## config.mk

```make
export PLATFORM = sky130hd
export DESIGN_NAME = led_seq_ctrl
export DESIGN_NICKNAME = d
export VERILOG_FILES = /design/src/rtl/led_pkg.sv /design/src/rtl/key_debounce.sv /design/src/rtl/led_seq_ctrl.sv
export SDC_FILE = /design/constraint.sdc
export NUM_CORES = 1
export LEC_CHECK = 0
export CAP_MARGIN = 25
export CORE_MARGIN = 4
export CORE_UTILIZATION = 63
export DETAILED_ROUTE_END_ITERATION = 10
export PLACE_DENSITY = 0.79
export SETUP_SLACK_MARGIN = 0.15
export SYNTH_ARGS = -nofsm -noshare
export SYNTH_HDL_FRONTEND = slang
export SYNTH_SLANG_ARGS = --single-unit
export TNS_END_PERCENT = 50
```

## constraint.sdc

```tcl
create_clock -name clk -period 5.65 [get_ports clk]
set_input_delay 1.13 -clock clk [delete_from_list [all_inputs] [get_ports clk]]
set_output_delay 1.13 -clock clk [all_outputs]
set_load 0.005 [all_outputs]
```

## src/rtl/led_pkg.sv

```systemverilog
// Shared mode encoding and LED pattern constants for the LED sequencer.
// Mode stepping and per-mode entry patterns live here so every block agrees on them.
package led_pkg;

  typedef enum logic [1:0] {
    MODE_OFF   = 2'd0,
    MODE_ON    = 2'd1,
    MODE_BLINK = 2'd2,
    MODE_CHASE = 2'd3
  } mode_t;

  localparam logic [2:0] LED_OFF    = 3'b000;
  localparam logic [2:0] LED_ALL    = 3'b111;
  localparam logic [2:0] CHASE_INIT = 3'b001;

  function automatic mode_t next_mode(input mode_t m);
    case (m)
      MODE_OFF:   return MODE_ON;
      MODE_ON:    return MODE_BLINK;
      MODE_BLINK: return MODE_CHASE;
      default:    return MODE_OFF;
    endcase
  endfunction

  function automatic logic [2:0] entry_pattern(input mode_t m);
    case (m)
      MODE_OFF:   return LED_OFF;
      MODE_ON:    return LED_ALL;
      MODE_BLINK: return LED_ALL;
      default:    return CHASE_INIT;
    endcase
  endfunction

  function automatic logic [2:0] rotl3(input logic [2:0] v);
    return {v[1:0], v[2]};
  endfunction

endpackage

```

## src/rtl/key_debounce.sv

```systemverilog
// Push-button front end: two-flop synchroniser, stable-level debouncer and a
// one-cycle pulse on each accepted press (debounced level falling 1->0).
module key_debounce
  import led_pkg::*;
#(
  parameter int DEBOUNCE_CYC = 20000
) (
  input  logic clk,
  input  logic rst,
  input  logic key,
  output logic press
);

  localparam int CNT_W = (DEBOUNCE_CYC > 1) ? $clog2(DEBOUNCE_CYC) : 1;
  localparam logic [CNT_W-1:0] CNT_LAST = CNT_W'(DEBOUNCE_CYC - 1);

  logic             key_meta;
  logic             key_s;
  logic             key_db;
  logic             key_db_d;
  logic [CNT_W-1:0] db_cnt;

  always_ff @(posedge clk) begin
    if (rst) begin
      key_meta <= 1'b1;
      key_s    <= 1'b1;
      key_db   <= 1'b1;
      key_db_d <= 1'b1;
      db_cnt   <= '0;
      press    <= 1'b0;
    end else begin
      key_meta <= key;
      key_s    <= key_meta;
      // Press is taken from the registered copy so it lands one cycle after key_db falls.
      key_db_d <= key_db;
      press    <= key_db_d & ~key_db;
      if (key_s == key_db) begin
        db_cnt <= '0;
      end else if (db_cnt == CNT_LAST) begin
        key_db <= key_s;
        db_cnt <= '0;
      end else begin
        db_cnt <= db_cnt + CNT_W'(1);
      end
    end
  end

endmodule

```

## src/rtl/led_seq_ctrl.sv

```systemverilog
// LED sequencer: each debounced press walks OFF -> ON -> BLINK -> CHASE -> OFF;
// a free-running step timer animates BLINK (invert) and CHASE (rotate left).
module led_seq_ctrl
  import led_pkg::*;
#(
  parameter int DEBOUNCE_CYC = 20000,
  parameter int STEP_CYC     = 5000000
) (
  input  logic       clk,
  input  logic       rst,
  input  logic       key,
  output logic [2:0] led,
  output logic [1:0] mode,
  output logic       press
);

  localparam int STEP_W = $clog2(STEP_CYC);
  localparam logic [STEP_W-1:0] STEP_LAST = STEP_W'(STEP_CYC - 1);

  logic              press_i;
  logic              tick;
  mode_t             mode_q;
  logic [2:0]        led_q;
  logic [STEP_W-1:0] step_cnt;

  key_debounce #(
    .DEBOUNCE_CYC(DEBOUNCE_CYC)
  ) u_key_debounce (
    .clk  (clk),
    .rst  (rst),
    .key  (key),
    .press(press_i)
  );

  assign tick = (step_cnt == STEP_LAST);

  always_ff @(posedge clk) begin
    if (rst) begin
      mode_q   <= MODE_OFF;
      led_q    <= LED_OFF;
      step_cnt <= '0;
    end else if (press_i) begin
      // A press wins over a coinciding tick: the new mode starts from its entry pattern.
      mode_q   <= next_mode(mode_q);
      led_q    <= entry_pattern(next_mode(mode_q));
      step_cnt <= '0;
    end else begin
      step_cnt <= tick ? '0 : step_cnt + STEP_W'(1);
      if (tick) begin
        case (mode_q)
          MODE_BLINK: led_q <= ~led_q;
          MODE_CHASE: led_q <= rotl3(led_q);
          default:    led_q <= led_q;
        endcase
      end
    end
  end

  assign led   = led_q;
  assign mode  = mode_q;
  assign press = press_i;

endmodule

```

# Yosys cells after proc, flatten, opt, wreduce, memory -nomap -nowiden
# Index checks and enable logic that the tools add are counted.
# Widths: inputs -> output; s select.
# op_classes
magnitude_cmp,0
n_mux,7
reduce_logical,9
addsub,2
bitwise,4
div,0
shifts,0
mul,0
n_eq_ne,8
# ops
cell,count
$add 23x1->23 const B,1
$eq 23x23->1 const B,1
$add 15x1->15 const B,1
$eq 15x15->1 const B,1
$pmux 3 s2,2
$eq 2x2->1 const B,3
$mux 3,2
$pmux 2 s3,1
$reduce_or 3->1,2
$eq 2x1->1 const B,2
$logic_not 2->1,2
$mux 2,2
$reduce_and 2->1,2
$not 3->3,1
$reduce_bool 3->1,1
$not 1->1,2
$reduce_bool 2->1,1
$reduce_or 2->1,1
$and 1x1->1,1
$eq 1x1->1,1
# totals
mem_bits_rw,0
mem_bits_ro,0
mem_count,0
latch_bits,0
reg_bits,48

# Logic depth before layout (Yosys ltp)
# logic_depth
depth_word,8
mapped_depth,7
depth_no_buf,6

# Modules after synthesis
# A second synthesis with hierarchy kept.
# hier_totals
hier_cells,238
area_unflattened_um2,2229.6
# modules_own_cells
mod,seq_area_each_um2,cells_per_inst,instances,area_each_um2
led_seq_ctrl,560.5,152,1,1367.6
key_debounce,400.4,86,1,862.1

# Least setup slack after synthesis
# Ideal clock, no wire load.
# synth_path
path_kind,input -> register
start,input rst
end,register u_key_debounce.db_cnt[10]
t_arrival_ns,2.012
slack_ns,3.510
path_stages,5
n_path_buf,2
cell_sequence,clkbuf_1 nand2b_1 nand2b_1 buf_1 nor2_1
# synth_between
elab_chain_len,1
# synth_rtl
item,line,rtl
from (decl),led_seq_ctrl.sv:10,"input logic rst,"
$reduce_or 3->1 (no source line),-,
to (signal assigned),key_debounce.sv:43,db_cnt <= db_cnt + CNT_W'(1);
to (decl),key_debounce.sv:21,logic [CNT_W-1:0] db_cnt;
# No other way between the ends.
# A chain may end at the register's enable or synchronous reset.

# Final worst setup path
# layout_path
start,register u_key_debounce.press
end,output press
# layout_lines
item,line,rtl
from (decl),key_debounce.sv:11,output logic press
from (signal assigned),key_debounce.sv:36,press <= key_db_d & ~key_db;
to (decl),led_seq_ctrl.sv:14,output logic press
# No word-level cell between the ends.

==> results.py <==
metrics = {
    "cts": {
        "cts-resized-gates": 0,
        "clkTransAtPathRegs_ns": 0.14,
        "clock-root-buffer": "clkbuf_4",
        "ctsHoldBuffers": 0,
        "cts-htree-levels": 2,
        "numCtsBuffers": 5,
        "clock_latency_ns": 0.36,
        "tritoncts": "built",
        "cts_setup_buffers": 0,
        "cts_sinks": 48,
        "cts_buffer_depth": 2,
    },
    "worst_setup_path": {
        "path_cells": "clkdlybuf4s50_1",
        "cp_slowest_cell": "clkdlybuf4s50_1",
        "cpPeakStageDelay_ns": 0.57,
        "r2r_slack_ns": 3.29,
        "worstPathRequired_ns": 4.52,
        "arrival_ns": 1.47,
        "path_buf_inv": 1,
        "end_kind": "primary output",
        "crit_family": "buffers and inverters",
        "cp_max_fo": 9,
        "path_class": "reg2out",
        "worstSetupStartpointType": "flip-flop",
    },
    "grt": {
        "antenna_found_initial": 0,
        "gr-usage-all-layers": 0.188,
        "grt_pass1_vias": 1458,
        "gr-total-overflow": 0,
        "grt_max_degree": 24,
        "grt_pass1_wl_um": 6430,
    },
    "die": {
        "ios": 9,
        "fp.dieH_um": 67.1,
        "die-width_um": 67.1,
        "fp.dieArea_um2": 4500,
        "start_util": 0.653,
        "rows": 21,
        "design.core.area_um2": 3360,
    },
    "power": {
        "p_comb_frac": 0.020,
        "ir_drop_mv": 0.156,
        "p_leak_uw": 0.000838,
        "power_uw": 561,
        "p_switching_uw": 121,
        "powerDensity_nw_per_um2": 236,
        "swShare": 0.215,
        "power_frac_seq": 0.613,
        "power.internal_uw": 440,
        "power_frac_clock": 0.367,
    },
    "cells_and_area": {
        "area_growth_pct": 8.43,
        "diodes": 0,
        "nNetsFinal": 258,
        "multi_input_area_um2": 1170,
        "postLayoutCellArea_um2": 2380,
        "final_common_cell": "dfxtp_1",
        "final_cell_mix": "dfxtp_1 (48), nor2_1 (47), xor2_1 (24), nand2_1 (13), nand3_1 (12)",
        "layout-drive-gt1-share": 0.0760,
        "num-fill-cells": 303,
        "register_area_um2": 961,
    },
    "logic_synthesis": {
        "syn_area_um2": 2200,
        "synth-seq-cells": 48,
        "synth_nets": 250,
        "avgSynthCellArea_um2": 9.12,
        "synthTopCellsByArea": "dfxtp_1 (44%), xor2_1 (9.6%), nor2_1 (8.0%), xnor2_1 (4.4%), ha_1 (3.4%)",
        "synth_cell_types": 41,
        "ys_seq_area_frac": 0.437,
        "ys_warn_count": 0,
        "yosysTopAreaCellShare": 0.437,
        "syn-instance-count": 241,
        "synth_largest_area_cell": "dfxtp_1",
    },
    "run": {
        "max-cap-violations": 0,
    },
    "detailed_routing": {
        "avgViaCountPerCell": 5.52,
        "num_vias": 1635,
        "ant_nets": 0,
        "wirelength_um": 3610,
        "drc_errors": 0,
        "drtIter0Drc": 82,
        "firstDrtPassIters": 4,
        "post_drt_wl_per_cell_um": 12.2,
    },
    "timing": {
        "maxSlewHeadroom": 0.409,
        "rsz0062_at_grt": "no",
        "period_share": 0.459,
        "whs_ns": 0.419,
        "setup_viol": 0,
        "fmax_mhz": 385,
        "fin_crit_ns": 2.60,
        "timing.final.hold_violations": 0,
        "worst_pin_slew_ns": 0.886,
        "fin_tns_setup_ns": 0,
        "drv_slew": 0,
        "skew_ns": 0.00251,
        "setup_ws_ns": 3.05,
    },
    "placement": {
        "place_area_um2": 2300,
        "numPortBuffers": 8,
        "dp.final_hpwl_um": 2530,
        "gp_congestion": 0.795,
        "pre_cts_slack_ns": 2.99,
    },
    "run_status": {
        "status": "finished, final reports clean",
    },
    "hold_path": {
        "hp-class": "reg2reg",
    },
}
-- per-layer routing --
layer	up-vias	part of all wire	GRT usage
li1	833	-	-
met1	764	0.46	0.238
met4	0	0.014	0.0684
met2	30	0.47	0.312
met5	-	0	0
met3	8	0.051	0.0405
-- stage by stage --
step / cells / utilization
final: 296 / 0.708
after detailed placement: 288 / 0.683
after global routing: 296 / 0.708
after global placement: 288 / 0.683
after CTS: 296 / 0.708
after floorplan: 241 / -
-- cells by family (layout without fill, tap and decap cells) --
group | Yosys count | count (layout) | synth area share
flops | 48 | 48 | 0.437
fa+ha+maj | 6 | 6 | 0.0342
simple gates | 122 | 122 | 0.290
compound gates | 15 | 15 | 0.0661
mux | 1 | 1 | 0.00456
xor+xnor | 35 | 35 | 0.140
buf+inv | 14 | 23 | 0.0285
-- layout make-up --
type                       instances  share of cell area
inverter                           7              0.0110
timing repair buffer               8              0.0336
clock inverter                     3              0.0194
multi-input combinational        179               0.493
tap                               46              0.0242
clock buffer                       5              0.0158
sequential                        48               0.403
-- sequential cells by signal, summed over array words and instances (netlist names) --
signal,cells
u_key_debounce.db_cnt,15
mode,2
u_key_debounce.key_db,1
u_key_debounce.key_db_d,1
step_cnt,23
u_key_debounce.key_meta,1
led,3
u_key_debounce.press,1
u_key_debounce.key_s,1
-- final timing paths --
kind	from	endpoint	cells after the start
setup reg to reg	step_cnt[0]	step_cnt[6]	5
setup / recovery	u_key_debounce.press	press	1
hold / removal	u_key_debounce.key_db_d	u_key_debounce.press	2
hold reg to reg	u_key_debounce.key_db_d	u_key_debounce.press	2
-- cells in the mapped netlist --
| master | count |
|---|---|
| xnor2_1 | 11 |
| nand4_1 | 9 |
| a22o_1 | 1 |
| o41ai_1 | 1 |
| o21a_1 | 2 |
| nor2_1 | 47 |
| and2_1 | 3 |
| and4_1 | 3 |
| buf_6 | 1 |
| buf_2 | 2 |
| nor4_1 | 2 |
| or4_4 | 1 |
| nand2_1 | 13 |
| o21ba_1 | 2 |
| a211o_1 | 1 |
| nand3_1 | 12 |
| nor3_2 | 1 |
| nor4b_1 | 4 |
| a21oi_1 | 3 |
| nand2b_1 | 2 |
| or3_1 | 1 |
| nand4bb_1 | 1 |
| nor2b_1 | 1 |
| buf_1 | 1 |
| o2111ai_4 | 1 |
| inv_1 | 7 |
| o21ai_2 | 1 |
| and3_1 | 8 |
| nand3_2 | 2 |
| o21ai_0 | 1 |
| mux2i_1 | 1 |
| o31ai_4 | 1 |
| a211oi_1 | 1 |
| clkbuf_1 | 3 |
| ha_1 | 6 |
| or2_2 | 3 |
| nor3_1 | 7 |
| xor2_1 | 24 |
| nand4b_1 | 1 |
| and4bb_2 | 1 |
| dfxtp_1 | 48 |
-- power by group through the flow --
stage / clock (uW) / sequential [uW] / combinational, uW
6_report: 206 / 344 / 11.5
5_1_grt: 228 / 344 / 13.4
4_1_cts: 212 / 344 / 11.8
3_5_place_dp: 0 / 351 / 11.6
3_3_place_gp: 0 / 351 / 11.4
2_1_floorplan: 0 / 351 / 8.83
No activity file was read; power rests on OpenSTA's default activity.
